### src/rtl/rx_signal_parser_pkg.sv
// Shared PHY definitions for the SIGNAL-field parser: FSM states, error codes,
// SIGNAL bit offsets and the table of legal RATE codes.
package rx_signal_parser_pkg;

   typedef enum logic [1:0] {
      ST_HUNT    = 2'd0,
      ST_SIGNAL  = 2'd1,
      ST_CHECK   = 2'd2,
      ST_PAYLOAD = 2'd3
   } state_t;

   typedef enum logic [1:0] {
      ERR_PARITY   = 2'd0,
      ERR_RESERVED = 2'd1,
      ERR_RATE_LEN = 2'd2,
      ERR_TAIL     = 2'd3
   } err_code_t;

   // Bit index within the SIGNAL field, in reception order
   localparam int SIG_BITS     = 24;
   localparam int SIG_RATE_LSB = 0;
   localparam int SIG_RSVD     = 4;
   localparam int SIG_LEN_LSB  = 5;
   localparam int SIG_LEN_W    = 12;
   localparam int SIG_PARITY   = 17;
   localparam int SIG_TAIL_LSB = 18;
   localparam int SIG_TAIL_W   = 6;

   // RATE written R1..R4 with R1 as the MSB
   localparam logic [7:0][3:0] VALID_RATES = {
      4'b1101, 4'b1111, 4'b0101, 4'b0111,
      4'b1001, 4'b1011, 4'b0001, 4'b0011
   };

   function automatic logic is_valid_rate(input logic [3:0] rate);
      logic hit;
      hit = 1'b0;
      for (int i = 0; i < 8; i++) begin
         if (VALID_RATES[i] == rate) hit = 1'b1;
      end
      return hit;
   endfunction

endpackage

### src/rtl/rx_signal_parser_signal_checker.sv
// Combinational decode and validation of a captured 24-bit SIGNAL field.
// Checks are prioritised: parity, reserved bit, rate/length, tail.
module signal_checker
   import rx_signal_parser_pkg::*;
(
   input  logic [SIG_BITS-1:0]  sig,
   output logic [3:0]           rate,
   output logic [SIG_LEN_W-1:0] length,
   output logic                 pass,
   output err_code_t            err_code
);

   always_comb begin
      rate     = {sig[SIG_RATE_LSB], sig[SIG_RATE_LSB+1], sig[SIG_RATE_LSB+2], sig[SIG_RATE_LSB+3]};
      length   = sig[SIG_LEN_LSB +: SIG_LEN_W];
      pass     = 1'b0;
      err_code = ERR_PARITY;
      if (^sig[SIG_PARITY:0]) begin
         err_code = ERR_PARITY;
      end else if (sig[SIG_RSVD]) begin
         err_code = ERR_RESERVED;
      end else if (!is_valid_rate(rate) || (length == '0)) begin
         err_code = ERR_RATE_LEN;
      end else if (|sig[SIG_TAIL_LSB +: SIG_TAIL_W]) begin
         err_code = ERR_TAIL;
      end else begin
         pass = 1'b1;
      end
   end

endmodule

### src/rtl/rx_signal_parser.sv
// Serial PLCP receiver: hunts for the preamble, captures and validates the
// SIGNAL field, then forwards LENGTH*8 payload bits with a frame-end marker.
//
//   state      | meaning
//   -----------+------------------------------------------------------------
//   ST_HUNT    | shift strobed bits, wait for a full-length preamble match
//   ST_SIGNAL  | capture the 24 SIGNAL bits
//   ST_CHECK   | single cycle: accept (pulse valid) or reject (pulse error)
//   ST_PAYLOAD | forward payload bits, count down to the last one
module rx_signal_parser
   import rx_signal_parser_pkg::*;
#(
   parameter int                 HDR_LEN = 12,
   parameter logic [HDR_LEN-1:0] HEADER  = 12'hFFF
) (
   input  logic        iClk,
   input  logic        iRst,
   input  logic        iEn,
   input  logic        iData,
   output logic [3:0]  oRate,
   output logic [11:0] oLength,
   output logic        oSigValid,
   output logic        oSigErr,
   output logic [1:0]  oErrCode,
   output logic        oData,
   output logic        oValid,
   output logic        oFrameEnd
);

   localparam logic [4:0] FILL_FULL = 5'(HDR_LEN);
   localparam logic [4:0] FILL_LAST = 5'(HDR_LEN - 1);
   localparam logic [4:0] SIG_LAST  = 5'(SIG_BITS - 1);

   state_t              state_q, state_d;
   logic [HDR_LEN-1:0]  hdr_q, hdr_d, hdr_shift;
   logic [4:0]          fill_q, fill_d;
   logic [4:0]          bit_cnt_q, bit_cnt_d;
   logic [SIG_BITS-1:0] sig_q, sig_d;
   logic [14:0]         pay_cnt_q, pay_cnt_d;
   logic [3:0]          rate_q, rate_d;
   logic [11:0]         len_q, len_d;
   logic                sig_valid_q, sig_valid_d;
   logic                sig_err_q, sig_err_d;
   logic [1:0]          err_code_q, err_code_d;
   logic                data_q, data_d;
   logic                valid_q, valid_d;
   logic                frame_end_q, frame_end_d;

   logic [3:0]          chk_rate;
   logic [11:0]         chk_len;
   logic                chk_pass;
   err_code_t           chk_err;

   signal_checker u_checker (
      .sig      (sig_q),
      .rate     (chk_rate),
      .length   (chk_len),
      .pass     (chk_pass),
      .err_code (chk_err)
   );

   assign hdr_shift = {hdr_q[HDR_LEN-2:0], iData};

   always_comb begin
      state_d     = state_q;
      hdr_d       = hdr_q;
      fill_d      = fill_q;
      bit_cnt_d   = bit_cnt_q;
      sig_d       = sig_q;
      pay_cnt_d   = pay_cnt_q;
      rate_d      = rate_q;
      len_d       = len_q;
      err_code_d  = err_code_q;
      data_d      = data_q;
      sig_valid_d = 1'b0;
      sig_err_d   = 1'b0;
      valid_d     = 1'b0;
      frame_end_d = 1'b0;

      case (state_q)
         ST_HUNT: begin
            if (iEn) begin
               hdr_d = hdr_shift;
               if (fill_q != FILL_FULL) fill_d = fill_q + 5'd1;
               // match only once HDR_LEN real bits have been seen since the last clear
               if ((fill_q >= FILL_LAST) && (hdr_shift == HEADER)) begin
                  state_d   = ST_SIGNAL;
                  bit_cnt_d = '0;
               end
            end
         end
         ST_SIGNAL: begin
            if (iEn) begin
               sig_d = {iData, sig_q[SIG_BITS-1:1]};
               if (bit_cnt_q == SIG_LAST) begin
                  state_d = ST_CHECK;
               end else begin
                  bit_cnt_d = bit_cnt_q + 5'd1;
               end
            end
         end
         ST_CHECK: begin
            if (chk_pass) begin
               sig_valid_d = 1'b1;
               rate_d      = chk_rate;
               len_d       = chk_len;
               pay_cnt_d   = {chk_len, 3'b000};
               state_d     = ST_PAYLOAD;
            end else begin
               sig_err_d  = 1'b1;
               err_code_d = chk_err;
               hdr_d      = '0;
               fill_d     = '0;
               state_d    = ST_HUNT;
            end
         end
         ST_PAYLOAD: begin
            if (iEn) begin
               data_d    = iData;
               valid_d   = 1'b1;
               pay_cnt_d = pay_cnt_q - 15'd1;
               if (pay_cnt_q == 15'd1) begin
                  frame_end_d = 1'b1;
                  hdr_d       = '0;
                  fill_d      = '0;
                  state_d     = ST_HUNT;
               end
            end
         end
         default: state_d = ST_HUNT;
      endcase
   end

   always_ff @(posedge iClk or negedge iRst) begin
      if (!iRst) begin
         state_q     <= ST_HUNT;
         hdr_q       <= '0;
         fill_q      <= '0;
         bit_cnt_q   <= '0;
         sig_q       <= '0;
         pay_cnt_q   <= '0;
         rate_q      <= '0;
         len_q       <= '0;
         sig_valid_q <= 1'b0;
         sig_err_q   <= 1'b0;
         err_code_q  <= '0;
         data_q      <= 1'b0;
         valid_q     <= 1'b0;
         frame_end_q <= 1'b0;
      end else begin
         state_q     <= state_d;
         hdr_q       <= hdr_d;
         fill_q      <= fill_d;
         bit_cnt_q   <= bit_cnt_d;
         sig_q       <= sig_d;
         pay_cnt_q   <= pay_cnt_d;
         rate_q      <= rate_d;
         len_q       <= len_d;
         sig_valid_q <= sig_valid_d;
         sig_err_q   <= sig_err_d;
         err_code_q  <= err_code_d;
         data_q      <= data_d;
         valid_q     <= valid_d;
         frame_end_q <= frame_end_d;
      end
   end

   assign oRate     = rate_q;
   assign oLength   = len_q;
   assign oSigValid = sig_valid_q;
   assign oSigErr   = sig_err_q;
   assign oErrCode  = err_code_q;
   assign oData     = data_q;
   assign oValid    = valid_q;
   assign oFrameEnd = frame_end_q;

endmodule
### config.mk
export PLATFORM = sky130hd
export DESIGN_NAME = rx_signal_parser
export DESIGN_NICKNAME = d
export VERILOG_FILES = /design/src/rtl/rx_signal_parser_pkg.sv /design/src/rtl/rx_signal_parser_signal_checker.sv /design/src/rtl/rx_signal_parser.sv
export SDC_FILE = /design/constraint.sdc
export NUM_CORES = 1
export LEC_CHECK = 0
export ABC_CLOCK_PERIOD_IN_PS = 4100
export CORE_ASPECT_RATIO = 1.25
export CORE_MARGIN = 2
export CORE_UTILIZATION = 25
export CTS_BUF_LIST = sky130_fd_sc_hd__clkbuf_2 sky130_fd_sc_hd__clkbuf_4 sky130_fd_sc_hd__clkbuf_8
export DETAILED_ROUTE_END_ITERATION = 16
export PLACE_DENSITY = 0.38
export RECOVER_POWER = 25
export SETUP_SLACK_MARGIN = 0.3
export SLEW_MARGIN = 20
export SYNTH_ARGS = -nofsm -noshare
export SYNTH_HDL_FRONTEND = slang
export SYNTH_HIERARCHICAL = 1
export SYNTH_SLANG_ARGS = --single-unit
### constraint.sdc
create_clock -name iClk -period 4.1 [get_ports iClk]
set_input_delay 0.82 -clock iClk [delete_from_list [all_inputs] [get_ports iClk]]
set_output_delay 0.82 -clock iClk [all_outputs]
set_load 0.05 [all_outputs]
==> flow_metrics.tcl <==
set metrics [dict create \
    outcome "complete, but fails checks" \
    violations "capacitance limit, slew limit" \
    post-route-period-util_pct 79.0 \
    ios 27 \
    netlist_top_cells_count "85 x dfrtp_1, 62 x nand2_1, 27 x mux2_2" \
    crit_buf_inv 2 \
    grt_max_degree 65 \
    synth.area.mux_share_pct 7.17 \
    relSlewSlack_pct -13.1 \
    synth-edff-count 0 \
    synth_fp_nets 425 \
    clock_skew_ns 0.0114 \
    synth-compound-area-share_pct 14.4 \
    grt-ovfl-total 0 \
    ys_async_sr_fraction_pct 100 \
    core_area_mm2 0.0167 \
    gp_congestion 0.756 \
    cts-buffers-inserted 9 \
    use_met1_pct 15.8 \
    rr_startpoint "sig_q[1]$_DFFE_PN0P_" \
    min_path_type "reg2reg" \
    synth_area_leaders "dfrtp_1 50%, mux2_2 7.2%, nand2_1 5.5%" \
    drc 0 \
    dp_slack_ns 0.825 \
    antenna_found_initial 0 \
    rrSetupSlack_ns 0.86 \
    fin_total_pwr_uw 1690 \
    wl_per_cell_um 15.9 \
    insertion_delay_ns 0.37 \
    critPathMostFrequentCell "xnor2_1" \
    ys_warn_count 6 \
    leakage_uw 0.00213 \
    synth_top_family_by_area "simple AND/OR/NAND/NOR gates" \
    routed_wl_um 10300 \
    fillers 1802 \
    finalSetupTns_ns 0 \
    grtUsageMet2_pct 20.8 \
    placed_area_mm2 0.00465 \
    grt_pass1_vias 3193 \
    clock.fmax_mhz 309 \
    fin_area_mm2 0.00484 \
    initial_core_util_pct 25.4 \
    synth_fa_ha_area_share_pct 3.24 \
    ant_nets 0 \
    vdd_ir_drop_max_v 0.000139 \
    grtUsageTotal_pct 12.5 \
    diodes 0 \
    hpwlAfterDp_um 7040 \
    tightestPinTransition_ns 1.70 \
    path_max_fanout 12 \
    rsz0062_at_grt "false" \
    cts_sinks 85 \
    worst_r2r_endpoint "hdr_q[9]$_DFFE_PN0P_" \
    nets 439 \
    cts_max_path_buffers 2 \
    synth_sequential_area_ratio_pct 50.1 \
    crit_family "compound AO/OA/AOI/OAI gates" \
    detail_route.iter0.violations 197 \
    crit_cells 11 \
    cp_slowest_stage_delay_ns 0.76 \
    cp.required_ns 4.41 \
    drt_pass1_iterations 4 \
    powerDensity_mw_per_mm2 350 \
    vias 3028 \
    yosys.area_share.simple_pct 16.3 \
    synth_cell_types 52 \
    ff2ff_path_depth 11 \
    synth.top_cell.area_share_pct 50.1 \
    finalSetupViolCount 0 \
    synthXorXnorAreaFrac_pct 3.30 \
    hold_buffers 0 \
    hold_viol 0 \
    synth_area_mm2 0.00424 \
    grtUsageMet3_pct 2.32 \
    crit_chain "inv_1, ha_1, xnor2_1, xnor2_1, xnor2_1, xnor2_1, nor3_1, o21ai_0, a32oi_1, buf_4, a22o_1" \
    syn-mean-instance-area_um2 10.3 \
    maxSlewViolCount 65 \
    start_kind "flop" \
    synth_area_leader_cell "dfrtp_1" \
    cts.clk_slew.worst_paths_ns 0.09 \
    synth_seq_cells 85 \
    grt_first_pass_wirelength_um 17500 \
    postCtsSetupBuffers 0 \
    crit_type "reg2reg" \
    fin_hold_ws_ns 0.488 \
    endpoint_kind "flop" \
    core.rowCount 53 \
    dieArea_mm2 0.0180 \
    ys.flop_type "dfrtp_1" \
    synth.most_common_cell "dfrtp_1" \
    cts_resized 0 \
    die_w_um 121 \
    cp-endpoint "hdr_q[9]$_DFFE_PN0P_" \
    drive_above_1_share_pct 13.6 \
    synthCells 410 \
    cts_tree "built" \
    drv_cap 1 \
    layout_min_cycle_time_ns 3.24 \
    htree_levels 3 \
    die_h_um 150 \
    setup_ws_ns 0.860 \
    clockRootBuffer "clkbuf_8" \
    grt-busiest-layer "met2" \
    viasPerCell 4.67 \
    startpoint "sig_q[1]$_DFFE_PN0P_" \
    port_buffers 26 \
    crit_slowest_cell "a32oi_1" \
    syn2layout_area_growth_pct 14.2 \
    arrival_ns 3.55 \
]
[cell usage in the layout (no fill, tap or decap), types with 2 or more instances in the layout]
cell type,netlist,routed
dfrtp_1,85,85
nand2_1,62,62
mux2_2,27,27
clkdlybuf4s50_1,0,25
nor2_1,23,23
o21ai_0,22,22
a21oi_1,16,16
xnor2_1,13,13
inv_1,11,11
a22o_1,11,11
ha_1,11,11
nand3_1,10,10
clkbuf_8,0,10
nor4_1,8,8
buf_4,16,8
a31oi_1,7,7
nor3_1,6,6
nor3b_1,6,6
nand2b_1,5,5
a22oi_1,5,5
o2bb2ai_1,4,4
o22a_1,4,4
and3_1,4,4
o21a_1,3,3
xor2_1,3,3
a221o_1,3,3
or4_1,2,2
or3_1,2,2
a21o_1,2,2
a32oi_1,2,2
nand4b_1,2,2
nand4_1,2,2
[how the worst min path moves through the flow]
| stage | startpoint | cells past startpoint | end |
|---|---|---|---|
| after global placement | oLength[6]$_DFFE_PN0P_ | 2 | oLength[6]$_DFFE_PN0P_ |
| after floorplan | pay_cnt_q[6]$_DFFE_PN0P_ | 2 | pay_cnt_q[6]$_DFFE_PN0P_ |
| final | oLength[7]$_DFFE_PN0P_ | 2 | oLength[7]$_DFFE_PN0P_ |
| after global routing | oLength[10]$_DFFE_PN0P_ | 2 | oLength[10]$_DFFE_PN0P_ |
| after CTS | oRate[0]$_DFFE_PN0P_ | 2 | oRate[0]$_DFFE_PN0P_ |
| after detailed placement | oRate[0]$_DFFE_PN0P_ | 2 | oRate[0]$_DFFE_PN0P_ |
[routing by layer]
layer	vias to the layer above	part of all wire, %	routed length, µm
met4	0	2.0	209
met1	1504	46	4730
met5	-	0	0
met3	11	2.6	263
met2	41	49	5090
li1	1472	-	-
[cell type report]
cell class              count  area (µm²)  share of cell area, %
clock inverters             5        60.1                   1.24
repair buffers             34         315                   6.51
flip-flops and latches     85        2130                   43.9
clock buffers              10         138                   2.84
well taps                 220         275                   5.68
multi-input cells         282        1880                   38.9
inverters                  12        45.0                  0.930
[sequential cells by signal, summed over array words and instances (netlist names)]
| signal | flops |
|---|---|
| sig_q | 24 |
| oFrameEnd | 1 |
| oSigErr | 1 |
| hdr_q | 11 |
| oSigValid | 1 |
| fill_q | 5 |
| oErrCode | 2 |
| pay_cnt_q | 15 |
| oRate | 4 |
| state_q | 2 |
| oLength | 12 |
| oData | 1 |
| oValid | 1 |
| bit_cnt_q | 5 |
[per-stage QoR]
step | util (%) | cells
after global placement | 27.8 | 633
after detailed placement | 27.8 | 633
after CTS | 29.0 | 648
after global routing | 29.0 | 648
after floorplan | - | 410
final | 29.0 | 648
[logic make-up (layout without fill, tap and decap cells)]
kind of cell             count (synthesis)  count (layout)
AND/OR/NAND/NOR                        140             140
AO/OA/AOI/OAI                           88              88
buffers and inverters                   43              61
XOR/XNOR                                16              16
adder cells (fa/ha/maj)                 11              11
flip-flops                              85              85
multiplexers                            27              27
[worst reg2reg max path, cell delays in order, from the launching register on]
cell and delay, ns:
dfrtp_1 0.45, inv_1 0.09, ha_1 0.29, xnor2_1 0.19, xnor2_1 0.15, xnor2_1 0.15
xnor2_1 0.12, nor3_1 0.44, o21ai_0 0.14, a32oi_1 0.76, buf_4 0.29, a22o_1 0.14
[where the power goes]
part,total [µW],switching [µW],internal (µW)
registers,930,53.1,877
logic,147,78.3,69.2
clock network,617,320,297
(Power assumes the default switching activity.)
